==> src/rtl/mips_run_controller.sv <==
// Run/trace controller for the single-cycle MIPS core: sequences core reset/enable and
// captures {PC, ALUResult} of every enabled cycle. Optional macro: MIPS_RUN_TRACE_WRAP_EN.
module mips_run_controller #(
   parameter int PC_W       = 6,
   parameter int DATA_W     = 8,
   parameter int DEPTH      = 16,
   parameter int CNT_W      = 16,
   parameter int RST_CYCLES = 2
) (
   input  logic                      clk,
   input  logic                      rst,
   input  logic                      start,
   input  logic                      mode,
   input  logic                      step,
   input  logic [CNT_W-1:0]          run_cycles,
   input  logic [PC_W-1:0]           PCout,
   input  logic [DATA_W-1:0]         ALUResult,
   output logic                      core_rst,
   output logic                      core_en,
   output logic                      busy,
   output logic                      done,
   input  logic                      rd_en,
   output logic [PC_W+DATA_W-1:0]    rd_data,
   output logic                      rd_valid,
   output logic                      empty,
   output logic                      full,
   output logic [$clog2(DEPTH):0]    count,
   output logic                      overflow
);

   localparam int AW   = $clog2(DEPTH);
   localparam int CW   = AW + 1;
   localparam int EW   = PC_W + DATA_W;
   localparam int RC_W = (RST_CYCLES > 1) ? $clog2(RST_CYCLES) : 1;

   typedef enum logic [1:0] {
      S_IDLE  = 2'd0,
      S_RESET = 2'd1,
      S_RUN   = 2'd2,
      S_DONE  = 2'd3
   } state_t;

   state_t            r_state;
   logic              r_mode;
   logic [CNT_W-1:0]  r_remain;
   logic [RC_W-1:0]   r_rst_cnt;
   logic              r_core_rst;
   logic              r_core_en;

   logic [EW-1:0]     r_mem [DEPTH];
   logic [AW-1:0]     r_wr_ptr;
   logic [AW-1:0]     r_rd_ptr;
   logic [CW-1:0]     r_count;
   logic              r_empty;
   logic              r_full;
   logic              r_overflow;
   logic              r_rd_valid;
   logic [EW-1:0]     r_rd_data;

   logic              w_start_ok;
   logic              w_pop;
   logic              w_push;
   logic              w_overwrite;
   logic              w_ovf_set;
   logic [CW-1:0]     w_count_nxt;

   assign w_start_ok = start & ((r_state == S_IDLE) | (r_state == S_DONE));

   // Run sequencer: core reset hold, enable generation and remaining-cycle count
   always_ff @(posedge clk or posedge rst) begin
      if (rst) begin
         r_state    <= S_IDLE;
         r_mode     <= 1'b0;
         r_remain   <= '0;
         r_rst_cnt  <= '0;
         r_core_rst <= 1'b1;
         r_core_en  <= 1'b0;
      end else begin
         case (r_state)
            S_IDLE, S_DONE: begin
               r_core_en <= 1'b0;
               if (start) begin
                  r_state    <= S_RESET;
                  r_mode     <= mode;
                  r_remain   <= run_cycles;
                  r_rst_cnt  <= '0;
                  r_core_rst <= 1'b1;
               end else begin
                  r_core_rst <= (r_state == S_IDLE);
               end
            end
            S_RESET: begin
               if (r_rst_cnt == RC_W'(RST_CYCLES - 1)) begin
                  r_core_rst <= 1'b0;
                  if (r_remain == '0) begin
                     r_state   <= S_DONE;
                     r_core_en <= 1'b0;
                  end else begin
                     r_state   <= S_RUN;
                     r_core_en <= ~r_mode;
                  end
               end else begin
                  r_core_rst <= 1'b1;
                  r_rst_cnt  <= r_rst_cnt + RC_W'(1);
                  r_core_en  <= 1'b0;
               end
            end
            S_RUN: begin
               r_core_rst <= 1'b0;
               // an enabled cycle swallows any step seen during it
               if (r_core_en) begin
                  r_remain <= r_remain - CNT_W'(1);
                  if (r_remain == CNT_W'(1)) begin
                     r_state   <= S_DONE;
                     r_core_en <= 1'b0;
                  end else begin
                     r_core_en <= ~r_mode;
                  end
               end else begin
                  r_core_en <= ~r_mode | step;
               end
            end
            default: begin
               r_state    <= S_IDLE;
               r_core_rst <= 1'b1;
               r_core_en  <= 1'b0;
            end
         endcase
      end
   end

   // Trace push/pop decisions and next occupancy
   always_comb begin
      w_pop       = rd_en & (r_count != '0) & ~w_start_ok;
      w_push      = 1'b0;
      w_overwrite = 1'b0;
      w_ovf_set   = 1'b0;
      if (r_core_en) begin
         if ((r_count != CW'(DEPTH)) || w_pop) begin
            w_push = 1'b1;
         end else begin
`ifdef MIPS_RUN_TRACE_WRAP_EN
            w_push      = 1'b1;
            w_overwrite = 1'b1;
`else
            w_push      = 1'b0;
`endif
            w_ovf_set   = 1'b1;
         end
      end else begin
         w_push = 1'b0;
      end
      w_count_nxt = r_count;
      if (w_push && !w_pop && !w_overwrite) begin
         w_count_nxt = r_count + CW'(1);
      end else if (w_pop && !w_push) begin
         w_count_nxt = r_count - CW'(1);
      end else begin
         w_count_nxt = r_count;
      end
   end

   // Trace pointers, status flags and read port
   always_ff @(posedge clk or posedge rst) begin
      if (rst) begin
         r_wr_ptr   <= '0;
         r_rd_ptr   <= '0;
         r_count    <= '0;
         r_empty    <= 1'b1;
         r_full     <= 1'b0;
         r_overflow <= 1'b0;
         r_rd_valid <= 1'b0;
         r_rd_data  <= '0;
      end else if (w_start_ok) begin
         r_wr_ptr   <= '0;
         r_rd_ptr   <= '0;
         r_count    <= '0;
         r_empty    <= 1'b1;
         r_full     <= 1'b0;
         r_overflow <= 1'b0;
         r_rd_valid <= 1'b0;
      end else begin
         if (w_push) begin
            r_wr_ptr <= r_wr_ptr + AW'(1);
         end
         if (w_pop || w_overwrite) begin
            r_rd_ptr <= r_rd_ptr + AW'(1);
         end
         if (w_ovf_set) begin
            r_overflow <= 1'b1;
         end
         if (w_pop) begin
            r_rd_data <= r_mem[r_rd_ptr];
         end
         r_count    <= w_count_nxt;
         r_empty    <= (w_count_nxt == '0);
         r_full     <= (w_count_nxt == CW'(DEPTH));
         r_rd_valid <= w_pop;
      end
   end

   // Trace storage; contents are don't-care until written
   always_ff @(posedge clk) begin
      if (w_push) begin
         r_mem[r_wr_ptr] <= {PCout, ALUResult};
      end
   end

   assign core_rst = r_core_rst;
   assign core_en  = r_core_en;
   assign busy     = (r_state == S_RESET) | (r_state == S_RUN);
   assign done     = (r_state == S_DONE);
   assign rd_data  = r_rd_data;
   assign rd_valid = r_rd_valid;
   assign empty    = r_empty;
   assign full     = r_full;
   assign count    = r_count;
   assign overflow = r_overflow;

endmodule

==> config.mk <==
export PLATFORM = sky130hd
export DESIGN_NAME = mips_run_controller
export DESIGN_NICKNAME = d
export VERILOG_FILES = /design/src/rtl/mips_run_controller.sv
export SDC_FILE = /design/constraint.sdc
export NUM_CORES = 1
export LEC_CHECK = 0
export BUFFER_PORTS_ARGS = -buffer_cell sky130_fd_sc_hd__buf_2
export CAP_MARGIN = 10
export CORE_AREA = 2 2 218 220
export CTS_BUF_LIST = sky130_fd_sc_hd__clkbuf_16
export CTS_CLUSTER_DIAMETER = 50
export DETAILED_ROUTE_END_ITERATION = 8
export DIE_AREA = 0 0 220 222
export HOLD_SLACK_MARGIN = 0.05
export PLACE_DENSITY = 0.43
export REMOVE_ABC_BUFFERS = 1
export SETUP_SLACK_MARGIN = 0.5
export SYNTH_ARGS = -nofsm -noshare
export SYNTH_HDL_FRONTEND = slang
export SYNTH_SLANG_ARGS = --single-unit
==> constraint.sdc <==
create_clock -name clk -period 4.95 [get_ports clk]
set_input_delay 0.495 -clock clk [delete_from_list [all_inputs] [get_ports clk]]
set_output_delay 0.495 -clock clk [all_outputs]
set_load 0.05 [all_outputs]
======== Yosys cells after proc, flatten, opt, wreduce, memory -nomap -nowiden ========
Memories as Yosys holds them, arrays and structs flattened. A register that Yosys moved wholly into a read port is not among the register bits.
Index checks and enable logic that the tools add are counted.
word-level totals
  memories kept ........................... 1
  bits of input ports ..................... 36
  flip-flop bits (word level) ............. 39
  memory bits (writable) .................. 224
  word-level logic and storage cells ...... 96
  output and inout bits ................... 27
cells by class
  reduce and logical (&&, ||, !) cells .... 20
  equality and inequality tests ........... 10
  bitwise logic cells ..................... 8
  mux-type cells .......................... 38
  $add $sub $neg .......................... 6
memories
  memory  depth  bits a word  read ports  clocked after memory_dff  write ports  RTL line  text
  r_mem   16     14           1           1                         1            50        logic [EW-1:0] r_mem [DEPTH];
operators by type and width
  operator                 count
  $mux W16                 2
  $pmux W16 S2             1
  $mux W1                  20
  $eq A16 B1 Y1 const B    1
  $logic_not A16 Y1        1
  $mux W4                  4
  $sub A16 B1 Y16 const B  1
  $mux W5                  3
  $reduce_bool A2 Y1       5
  $add A4 B1 Y4 const B    2
  $mux W2                  4
  $ne A2 B2 Y1 const B     4
  $pmux W1 S3              2
  $pmux W2 S3              1
  $reduce_and A2 Y1        3
  $add A5 B1 Y5 const B    1
  $eq A5 B5 Y1 const B     1
  $logic_not A5 Y1         1
  $ne A5 B5 Y1 const B     1
  $reduce_bool A5 Y1       1
  $sub A5 B1 Y5 const B    1
  $eq A2 B2 Y1 const B     2
  $reduce_and A4 Y1        1
  $and A1 B1 Y1            3
  other kinds (11)         16

======== Longest topological paths before layout ========
Gate-level depths: netlist (run 1).
  depth after elaboration ................. 14
  mapped depth ............................ 10

======== Least setup slack after synthesis (run 1) ========
Ideal clock, no wire load.
  path kind ............................... register to register
  start point ............................. register r_state[0]
  end point ............................... memory r_mem[12][0] in the netlist's numbering, enable pin
  buffers on the path ..................... 2
  path slack .............................. 2.021 ns
  setup time .............................. 0.365 ns
  cell stages (with the launch flop) ...... 9
  arrival ................................. 2.564 ns
  cell sequence ........................... dfrtp_1 > inv_1 > ha_1 > clkbuf_1 > nand2b_1 > buf_2 > nand3_4 > a21oi_1 > and4_1
on the way
  cells in the longest elaborated chain, start to end .. 10
  elaborated cells between the ends (all ways) .. 11
RTL lines
  what                                              RTL line  text
  start: declaration                                43        state_t r_state;
  start signal: assignment                          72        r_state <= S_IDLE;
  start signal: assignment                          83        r_state <= S_RESET;
  start signal: assignment                          96        r_state <= S_DONE;
  $eq A2 B2 Y1 or $logic_not A2 Y1 (tied branches)  67        assign w_start_ok = start & ((r_state == S_IDLE) | (r_state == S_DONE));
  $or A1 B1 Y1 (*)                                  67
  $and A1 B1 Y1 (*)                                 67
  $not A1 Y1 (no line) (*)                          -
  $and A1 B1 Y1 (*)                                 134       w_pop = rd_en & (r_count != '0) & ~w_start_ok;
  $logic_or A1 B1 Y1 (*)                            139       if ((r_count != CW'(DEPTH)) || w_pop) begin
  $mux W1 (*)                                       139
  $mux W1 (*)                                       138       if (r_core_en) begin
  $mux W1 (*)                                       204       if (w_push) begin
  $mux W1 (implied by the code) (*)                 205       r_mem[r_wr_ptr] <= {PCout, ALUResult};
  end: declaration                                  50
Every way passes the cells marked *; elsewhere a longest branch is shown, timed or not.

======== Worst setup path in the final report (run 1) ========
  start point ............................. register r_state[0]
  end point ............................... memory r_mem[13][3] in the netlist's numbering, enable pin
The elaborated chain is that of the path after synthesis.

==> summary.md, run 1 <==
| Metric | Value |
|---|---|
| Initial Utilization | 0.2482 |
| Crit-path max FO | 19 |
| Final setup TNS | 0 ns |
| Async SR Flop Fraction | 0.1913 |
| Post-synthesis cell area | 11480 sq um |
| Placed wire-length estimate | 18950 um |
| Leading area contributor after synthesis | edfxtp_1 |
| Dominant synthesized flop cell | edfxtp_1 |
| Number of synthesized flops with an enable pin | 224 |
| Total Routing Usage GR | 0.1193 |
| Crit path launch type | flip-flop |
| Dpl ws | 1.492 ns |
| Iteration-0 DRC count of the detailed router | 524 |
| # diodes | 0 |
| Layout fillers | 4645 |
| Count leader, synth | edfxtp_1 |
| Clk pin slew, worst setup/hold paths | 0.06 ns |
| Met2 Wirelength | approximately 13000 um |
| Worst hold path class | in2async |
| First-pass GRT wire length | around 43000 um |
| Cells after synthesis | 665 |
| H-tree lvl count | 1 |
| Measured slew at the worst slew-check pin | 0.9872 ns |
| Setup WS post-layout | approximately 1.5 ns |
| Number of global-route vias before repair | roughly 6200 |
| Root Driver | clkbuf_16 |
| Unique masters post-synth | 58 |
| DRT Pass-1 Iters | 5 |
| Residual DRC | 0 |
| Leakage | 4.642 nW |
| Post-CTS Setup Repair Bufs | 0 |
| RSZ-0062 raised after global routing | no |
| Post-CTS sizing | 0 |
| Routability Congestion | 0.7376 |
| Core box area | 46260 sq um |
| Initial antenna violation count | 0 |
| Part of the Yosys area used for sequential elements | 0.7015 |
| Mean post-synth cell area | 17.27 sq um |
| CP peak stage delay | 0.71 ns |
| Hold buffers post-CTS | 0 |
| Site Rows | between 70 and 80 |
| Clk Latency, worst-skew pair | 0.57 ns |
| Post-synth top cells | edfxtp_1, nand2_1, mux4_2 |
| Max_cap viols | 0 |
| Synth Warn # | 0 |
| PD cells | between 500 and 600 nW/um^2 |
| Vias | just over 6000 |
| Final clock skew | around 0.016 ns |
| Layout cell share with drive strength beyond 1 | 0.2665 |
| Pin count of the biggest net entering global routing | 54 |
| Tcrit/Tclk final | 0.7050 |
| CP bufs+invs | 1 |
| Area fraction of the dominant cell type after synthesis | 0.5857 |
| Vias/cell | 4.441 |
| Routed WL per cell | 21.26 um |
| Fmax | 286.5 MHz |
| Status | finished, final reports clean |
| GRT Residual Overflow | 0 |
| Main area contributors after synthesis | edfxtp_1, mux4_2, dfrtp_1 |
| Final Power | 0.007808 W |
| Max-slew violation count | 0 |
| Synth-to-layout area growth | 17.24% |
| Number of buffers added on ports | 62 |
| Max IR drop VDD | 0.0003901 V |
| Num ports | 63 |
| Crit Path Category | reg2reg |
| Count of state elements after synthesis | 277 |
| Fin. Hold Viols | 0 |
| Nets | a little under 800 |
| WP data required | 5.15 ns |
| Slowest CP cell | and4_1 |
| Detailed Route WL | ~29000 um |
| Die Width | 220 um |
| Crit path DAT | 3.69 ns |
| Routed met1 length | 14180 um |
| Slew headroom | 0.3418 |
| Crit path max-delay family | simple AND/OR/NAND/NOR gates |
| Top Metal Used | met4 |
| CTS buffer count | 31 |
| Final setup violation count | 0 |
| Met3 wire len | 1333 um |
| Clock sink total | approximately 280 |
| TritonCTS clock tree | done |
| ANT nets after route | 0 |
| Critical Path Sink Type | flip-flop |
| Chip Height | 222 um |
| Die area | 48840 sq um |
| Tmin final | 3.490 ns |
| Crit path cell chain | inv_1 -> ha_1 -> nand2b_1 -> nand3_4 -> a21oi_1 -> and4_1 |
| Clock buffer depth | 3 |
[metrics by stage]
step / utilization / instance area, sq um / hold WS (ns) / std cells
after detailed placement: 0.2694 / 12460 / 0.4521 / 1307
after CTS: 0.2910 / 13460 / 0.1121 / 1365
after global routing: 0.2910 / 13460 / 0.1202 / 1365
final: 0.2910 / 13460 / 0.1420 / 1365
after global placement: 0.2694 / 12460 / 0.4542 / 1307
after floorplan: - / 11320 / 0.4385 / 629
[final cells by class]
cell class	instances	area [sq um]	share of cell area
clock buffer	31	775.7	0.05762
inverter	17	63.81	0.004740
sequential	277	8060	0.5987
clock inverter	27	224.0	0.01664
multi-input combinational	335	3202	0.2378
timing repair buffer	71	377.9	0.02807
tap	607	759.5	0.05641
[logic make-up (layout without fill, tap and decap cells)]
| logic type | Yosys count | in the layout | synth area share |
|---|---|---|---|
| AOI/OAI and AO/OA | 72 | 72 | 0.03999 |
| xor gates and xnor gates | 9 | 9 | 0.006864 |
| buffers and inverters | 53 | 146 | 0.02016 |
| adders and majority gates | 15 | 15 | 0.01634 |
| DFF | 277 | 277 | 0.7015 |
| and+or+nand+nor | 162 | 162 | 0.07180 |
| muxes | 77 | 77 | 0.1434 |
[state kept, by name (all words and copies together), names as in the netlist]
signal and cells:
r_remain 16, r_rst_cnt 1, empty 1, r_state 2, r_mode 1, count 5, rd_valid 1, core_en 1
rd_data 14, r_wr_ptr 4, full 1, core_rst 1, overflow 1, r_rd_ptr 4, r_mem 224
[placed cells by master (no fill, tap or decap), drive strengths merged, types with 8 or more instances in the layout]
master  netlist  layout
mux4         70      70
nand3         8       8
nor2         27      27
edfxtp      224     224
a21oi        24      24
dfrtp        51      51
clkinv        0      15
and2          8       8
and3          9       9
o21ai        16      16
clkbuf       23      31
nand2        71      71
buf          13      71
inv          17      25
ha           15      15
[routing by layer]
metal | GRT usage | up-vias
li1 | - | 2750
met1 | 0.1803 | 3150
met2 | 0.1778 | 123
met3 | 0.02209 | 39
met4 | 0.02446 | 0
met5 | 0 | -
[worst register-to-register path: cells and delay by family, from the launching register on]
family          cells  cell delay [ns]
simple gates        3             1.49
compound gates      1             0.67
fa+ha+maj           1             0.47
flops               1             0.41
buf+inv             1             0.08
[final timing paths]
path | startpoint | end | slack (ns) | cells after the start
min | rst | rd_data[13]$_DFFE_PP0P_ | 0.14 | 3
min in group clk | mode | r_mode$_DFFE_PP0N_ | 0.14 | 3
min reg2reg | r_mode$_DFFE_PP0N_ | core_en$_DFF_PP0_ | 0.46 | 1
max | r_state[0]$_DFFE_PP0P_ | r_mem[13][3]$_DFFE_PP_ | 1.46 | 6
max in group asynchronous | rst | r_rd_ptr[0]$_DFFE_PP0P_ | 4.21 | 3
max reg2reg | r_state[0]$_DFFE_PP0P_ | r_mem[13][3]$_DFFE_PP_ | 1.46 | 6
[power breakdown]
part,internal (W),switching (W)
logic,0.000981,0.00140
clock network,0.00130,0.000954
registers,0.00277,0.000401
total,0.00505,0.00276
Note: power is estimated with default switching activity, not from simulation.
==> run 2: changes to the inputs <==
--- a/config.mk
+++ b/config.mk
@@ -5,13 +5,14 @@
 export SDC_FILE = /design/constraint.sdc
 export NUM_CORES = 1
 export LEC_CHECK = 0
+export ABC_AREA = 1
 export BUFFER_PORTS_ARGS = -buffer_cell sky130_fd_sc_hd__buf_2
 export CAP_MARGIN = 10
-export CORE_AREA = 2 2 218 220
+export CORE_AREA = 2 2 221 223
 export CTS_BUF_LIST = sky130_fd_sc_hd__clkbuf_16
 export CTS_CLUSTER_DIAMETER = 50
 export DETAILED_ROUTE_END_ITERATION = 8
-export DIE_AREA = 0 0 220 222
+export DIE_AREA = 0 0 223 225
 export HOLD_SLACK_MARGIN = 0.05
 export PLACE_DENSITY = 0.43
 export REMOVE_ABC_BUFFERS = 1
==> constraint.sdc (replaced) <==
create_clock -name clk -period 3.4 [get_ports clk]
set_input_delay 0.34 -clock clk [delete_from_list [all_inputs] [get_ports clk]]
set_output_delay 0.34 -clock clk [all_outputs]
set_load 0.05 [all_outputs]
==> summary.md, run 2 <==
| Metric | Value |
|---|---|
| Max IR drop VDD | 0.0003549 V (-9.0%) |
| Post-synthesis cell area | 11870 sq um (+3.4%) |
| Leading area contributor after synthesis | edfxtp_1 |
| Area fraction of the dominant cell type after synthesis | 0.5665 (-0.01926) |
| Leakage | 5.144 nW (+11%) |
| Root Driver | clkbuf_16 |
| Detailed Route WL | 32250 um (+11%) |
| Layout cell share with drive strength beyond 1 | 0.1600 (-0.1065) |
| Routability Congestion | 0.7999 (+8.4%) |
| Dominant synthesized flop cell | edfxtp_1 |
| Initial Utilization | 0.2497 (+0.001495) |
| Post-synth top cells | edfxtp_1, nor2_1, o21ai_0 |
| Tmin final | 2.759 ns (-0.7313 ns) |
| Final clock skew | 0.02273 ns (+0.006876 ns) |
| Site Rows | 80 (+1.3%) |
| Max_cap viols | 0 (unchanged) |
| Total Routing Usage GR | 0.1308 (+0.01144) |
| DRT Pass-1 Iters | 5 (unchanged) |
| Clk Latency, worst-skew pair | 0.54 ns (-0.03 ns) |
| TritonCTS clock tree | done |
| Chip Height | 225 um (+1.4%) |
| Max reg flops | 224 (unchanged) |
| Async SR Flop Fraction | 0.1913 (unchanged) |
| H-tree lvl count | 2 (+1) |
| WP data required | 3.64 ns (-1.51 ns) |
| Fin. Hold Viols | 0 (unchanged) |
| GRT Residual Overflow | 0 (unchanged) |
| Layout fillers | 4819 (+3.7%) |
| Core box area | 47550 sq um (+2.8%) |
| Vias/cell | 4.494 (+1.2%) |
| Count of state elements after synthesis | 277 (unchanged) |
| Post-CTS Setup Repair Bufs | 0 (unchanged) |
| Final setup violation count | 0 (unchanged) |
| Synth-to-layout area growth | 19.68% |
| Routed WL per cell | 18.21 um (-14%) |
| First-pass GRT wire length | 49980 um (+17%) |
| Final core utilization | 0.2989 (+0.007864) |
| Mean post-synth cell area | 11.28 sq um (-35%) |
| Nets | 1178 (+50%) |
| Clock buffer depth | 3 (unchanged) |
| Part of the Yosys area used for sequential elements | 0.6784 (-0.02306) |
| Cells after synthesis | 1053 (+58%) |
| Final setup TNS | 0 ns (unchanged) |
| Crit path DAT | 3.00 ns (-0.69 ns) |
| Number of buffers added on ports | 62 (unchanged) |
| ANT nets after route | 0 (unchanged) |
| Count leader, synth | edfxtp_1 |
| Max-slew violation count | 0 (unchanged) |
| Multi-input gate area | 3412 sq um (+6.6%) |
| Clk pin slew, worst setup/hold paths | 0.05 ns (about the same) |
| # diodes | 0 (unchanged) |
| Crit-path max FO | 10 (-9) |
| Die Width | 223 um (+1.4%) |
| Iteration-0 DRC count of the detailed router | 672 (+28%) |
| Measured slew at the worst slew-check pin | 0.8577 ns (-0.1296 ns) |
| Most common cell after layout, fill and taps aside | edfxtp_1 |
| Crit path launch type | flip-flop |
| Number of synthesized flops with an enable pin | 224 (unchanged) |
| Initial antenna violation count | 0 (unchanged) |
| Residual DRC | 0 (unchanged) |
| Fmax | 362.5 MHz (+27%) |
| Unique masters post-synth | 35 (-40%) |
| Status | finished, final reports clean |
| Die area | 50180 sq um (+2.7%) |
| Crit Path Category | reg2reg |
| CTS buffer count | 37 (+19%) |
| Vias | 7958 (+31%) |
| Tcrit/Tclk final | 0.8114 (+0.1063) |
| Commonest cells after routing, fill and taps aside | edfxtp_1, nor2_1, o21ai_0 |
| Synth Warn # | 0 (unchanged) |
| Main area contributors after synthesis | edfxtp_1, dfrtp_1, nor2_1 |
| Critical Path Sink Type | flip-flop |
| Seq. cell area | 8063 sq um (about the same) |
| PD cells | 862.1 nW/um^2 (+49%) |
| Number of global-route vias before repair | 7907 (+27%) |
| Slew headroom | 0.4276 (+0.08577) |
| Clock sink total | 277 (unchanged) |
| RSZ-0062 raised after global routing | yes |
| Worst hold path class | in2async |
| Placed wire-length estimate | 20520 um (+8.3%) |
| Pin count of the biggest net entering global routing | 115 (+110%) |
| Num ports | 63 (unchanged) |
| Register with the most flip-flops | r_mem |
[run 2: changes by cell type in the layout (fill, tap and decap cells not counted), moves of 15 or more]
cell	change
nor2_2	+15
inv_1	+29
nand2_1	+32
nand3_1	+36
mux4_2	-70
nor2_1	+173
o21ai_0	+146
o211ai_1	+57
[run 2: worst paths after layout]
kind | start | endpoint | slack (ns) | cells after the start
max in group asynchronous | rst | r_rd_ptr[0]$_DFFE_PP0P_ | 2.76 | 3
worst max register to register | r_state[0]$_DFFE_PP0P_ | r_mem[10][4]$_DFFE_PP_ | 0.64 | 9
worst min-delay path | rst | rd_data[11]$_DFFE_PP0P_ | 0.03 | 3
worst min register to register | rd_data[9]$_DFFE_PP0P_ | rd_data[9]$_DFFE_PP0P_ | 0.49 | 1
min in group clk | start | core_rst$_DFF_PP1_ | 0.14 | 3
worst max-delay path | r_state[0]$_DFFE_PP0P_ | r_mem[10][4]$_DFFE_PP_ | 0.64 | 9
[run 2: layout make-up]
cell class / count / area share
repair buffers: 90 / 0.04050
clock inverters: 30 / 0.01699
inverters: 52 / 0.01400
clock buffers: 38 / 0.06691
well taps: 615 / 0.05415
flip-flops and latches: 277 / 0.5674
multi-input cells: 669 / 0.2401
[run 2: per-stage QoR]
stage | hold WS, ns | setup slack, ns | area (sq um) | power [W] | cells
after global routing | 0.09624 | 0.4790 | 14210 | 0.01308 | 1771
final | 0.03001 | 0.6413 | 14210 | 0.01225 | 1771
after CTS | 0.06284 | 0.5760 | 14200 | 0.01246 | 1771
after floorplan | 0.4389 | -0.3295 | 11610 | 0.007170 | 998
after global placement | 0.4701 | 0.6614 | 12980 | 0.008681 | 1701
after detailed placement | 0.4724 | 0.5864 | 12980 | 0.008669 | 1701
[run 2: layer usage]
layer	up-vias	wire length (um)	GRT usage
met1	3861	15480	0.1838
met5	-	0	0
li1	3885	-	-
met2	167	14780	0.2067
met3	45	1427	0.02503
met4	0	563	0.03421
[run 2: worst max-delay path, stage by stage (launching register included)]
cell and delay (ns):
dfrtp_1 0.40, inv_1 0.09, ha_1 0.36, inv_2 0.08, nand2_2 0.10, nand3_4 0.22
a21oi_4 0.32, nand2_1 0.23, nor2_2 0.39, buf_4 0.26
[run 2: logic make-up (layout without fill, tap and decap cells)]
kind of cell	count (synthesis)	in the layout	synth area share
simple gates	388	388	0.1366
flops	277	277	0.6784
compound gates	259	259	0.1252
buf+inv	107	210	0.03888
fa+ha+maj	15	15	0.01581
xor+xnor	7	7	0.005163
[run 2: repair_timing]
action / in CTS / in global routing
resized for setup: 0 / 3
hold endpoints to repair: 2 / 0
hold buffers: 2 / 0
endpoints found under the setup margin: 0 / 31
[run 2: power by group]
part,internal [W],leakage [nW],total [W],switching [W]
logic,0.00120,1.87,0.00419,0.00299
registers,0.00405,2.66,0.00433,0.000283
clock network,0.00222,0.612,0.00374,0.00152
total,0.00746,5.14,0.0123,0.00479
==> run 3: changes to the inputs <==
==> constraint.sdc (replaced) <==
create_clock -name clk -period 2.8 [get_ports clk]
set_input_delay 0.28 -clock clk [delete_from_list [all_inputs] [get_ports clk]]
set_output_delay 0.28 -clock clk [all_outputs]
set_load 0.05 [all_outputs]
==> summary.md, run 3 (synthesis gave the netlist of run 2 again) <==
| Metric | Value |
|---|---|
| Max_cap viols | 0 (unchanged) |
| CTS buffer count | 35 (-5.4%) |
| Final clock skew | 0.02058 ns (-0.002148 ns) |
| Routed WL per cell | 18.55 um (+1.9%) |
| Site Rows | 80 (unchanged) |
| Clk Latency, worst-skew pair | 0.53 ns (about the same) |
| Critical Path Sink Type | flip-flop |
| Max-slew violation count | 0 (unchanged) |
| Iteration-0 DRC count of the detailed router | 681 (+1.3%) |
| Residual DRC | 0 (unchanged) |
| Die area | 50180 sq um (unchanged) |
| Number of global-route vias before repair | 8153 (+3.1%) |
| Status | finished, final reports clean |
| Nets | 1196 (+1.5%) |
| Commonest cells after routing, fill and taps aside | edfxtp_1, nor2_1, o21ai_0 |
| Worst hold path class | in2reg |
| Chip Height | 225 um (unchanged) |
| Final core utilization | 0.3021 (+0.003237) |
| Initial Utilization | 0.2497 (unchanged) |
| Register with the most flip-flops | r_mem |
| Routability Congestion | 0.8101 (+1.3%) |
| Tmin final | 2.191 ns (-0.5676 ns) |
| Clock sink total | 277 (unchanged) |
| DRT Pass-1 Iters | 5 (unchanged) |
| DP Cell Count | 1714 (+0.76%) |
| First-pass GRT wire length | 50330 um (+0.69%) |
| Core box area | 47550 sq um (unchanged) |
| Layout cell share with drive strength beyond 1 | 0.1761 (+0.01603) |
| Tcrit/Tclk final | 0.7825 (-0.02884) |
| Die Width | 223 um (unchanged) |
| Final setup violation count | 0 (unchanged) |
| Clk pin slew, worst setup/hold paths | 0.06 ns (about the same) |
| Layout fillers | 4846 (+0.56%) |
| Crit path launch type | flip-flop |
| Root Driver | clkbuf_16 |
| Measured slew at the worst slew-check pin | 0.9208 ns (+0.06319 ns) |
| Vias/cell | 4.565 (+1.6%) |
| GR Util met2 | 0.2110 (+0.004335) |
| Pin count of the biggest net entering global routing | 115 (unchanged) |
| Setup WS post-layout | 0.6089 ns (-0.03242 ns) |
| Leakage | 5.218 nW (+1.4%) |
| Crit Path Category | reg2reg |
| Fin. Hold Viols | 0 (unchanged) |
| TritonCTS clock tree | done |
| Detailed Route WL | 33120 um (+2.7%) |
| Fmax | 456.4 MHz (+26%) |
| PD cells | 1029 nW/um^2 (+19%) |
| Max IR drop VDD | 0.0005565 V (+57%) |
| Total Routing Usage GR | 0.1322 (+0.001471) |
| WP data required | 3.05 ns (-0.59 ns) |
| GRT Residual Overflow | 0 (unchanged) |
| Met1 usage | 0.1834 (-0.0003684) |
| RSZ-0062 raised after global routing | no |
| Synth-to-layout area growth | 20.98% |
| Placed wire-length estimate | 20960 um (+2.1%) |
| Most common cell after layout, fill and taps aside | edfxtp_1 |
| Crit-path max FO | 7 (-3) |
| Vias | 8149 (+2.4%) |
| Max reg flops | 224 (unchanged) |
| ANT nets after route | 0 (unchanged) |
| # diodes | 0 (unchanged) |
| Final Instance Count excl. Fillers | 1785 (+0.79%) |
| Slew headroom | 0.3854 (-0.04218) |
| Met3 Resource Use GR | 0.02269 (-0.002347) |
| Initial antenna violation count | 0 (unchanged) |
| Dpl ws | 0.3866 ns (-0.1998 ns) |
| Crit path DAT | 2.44 ns (-0.56 ns) |
| Top Usage Layer GRT | met2 |
| Number of buffers added on ports | 62 (unchanged) |
| H-tree lvl count | 2 (unchanged) |
| Num ports | 63 (unchanged) |
| Clock buffer depth | 3 (unchanged) |
| Final Power | 0.01479 W (+21%) |
-- run 3: report_power, final --
group	internal, W	total [W]	switching (W)
registers	0.00491	0.00527	0.000359
clock network	0.00246	0.00427	0.00181
logic	0.00159	0.00524	0.00366
total	0.00896	0.0148	0.00583
-- run 3: per-stage QoR --
stage	TNS (ns)	cell area, sq um	hold slack, ns
finish	0	14370	0.08739
global route	0	14370	0.09375
CTS	0	14340	0.06446
detailed placement	0	13120	0.3476
global placement	0	13120	0.3533
floorplan	-53.59	11610	0.3789
-- run 3: final timing paths --
path | startpoint | endpoint | slack [ns] | cells after the start
worst min register to register | rd_data[8]$_DFFE_PP0P_ | rd_data[8]$_DFFE_PP0P_ | 0.48 | 2
max in group asynchronous | rst | empty$_DFF_PP1_ | 1.73 | 4
worst min-delay path | start | r_rst_cnt$_DFFE_PP0P_ | 0.09 | 3
worst max register to register | r_state[1]$_DFFE_PP0P_ | r_mem[15][0]$_DFFE_PP_ | 0.61 | 11
worst max-delay path | r_state[1]$_DFFE_PP0P_ | r_mem[15][0]$_DFFE_PP_ | 0.61 | 11
min in group asynchronous | rst | rd_data[7]$_DFFE_PP0P_ | 0.33 | 3
-- run 3: worst max-delay path: stages (launching register included) --
cell	delay (ns)
dfrtp_1	0.36
inv_1	0.09
ha_4	0.30
inv_2	0.06
nand2_2	0.09
nand3_4	0.09
a21oi_4	0.20
nand2_2	0.13
nor2_2	0.11
inv_2	0.07
nor2_4	0.14
bufbuf_16	0.30
-- run 3: metal layers --
metal	wire length, um	up-vias	share of wire
met3	1321	61	0.040
met2	15110	181	0.46
met4	794	0	0.024
met5	0	-	0
li1	-	3916	-
met1	15890	3991	0.48
-- run 3: final cells by class --
class                   instances  area [sq um]  area share
clock inverters                26         188.9     0.01315
clock buffers                  36         900.9     0.06271
inverters                      52         201.4     0.01402
well taps                     615         769.5     0.05357
multi-input cells             669          3440      0.2394
flip-flops and latches        277          8063      0.5613
repair buffers                110         802.0     0.05583
-- run 3: what timing repair did --
action / 4_1_cts / 5_1_grt
hold endpoints to repair: 20 / 0
resized for setup: 8 / 5
pin swaps: 1 / 1
endpoints found under the setup margin: 126 / 175
hold buffers: 3 / 0
cloned: 1 / 0
setup buffers: 5 / 0
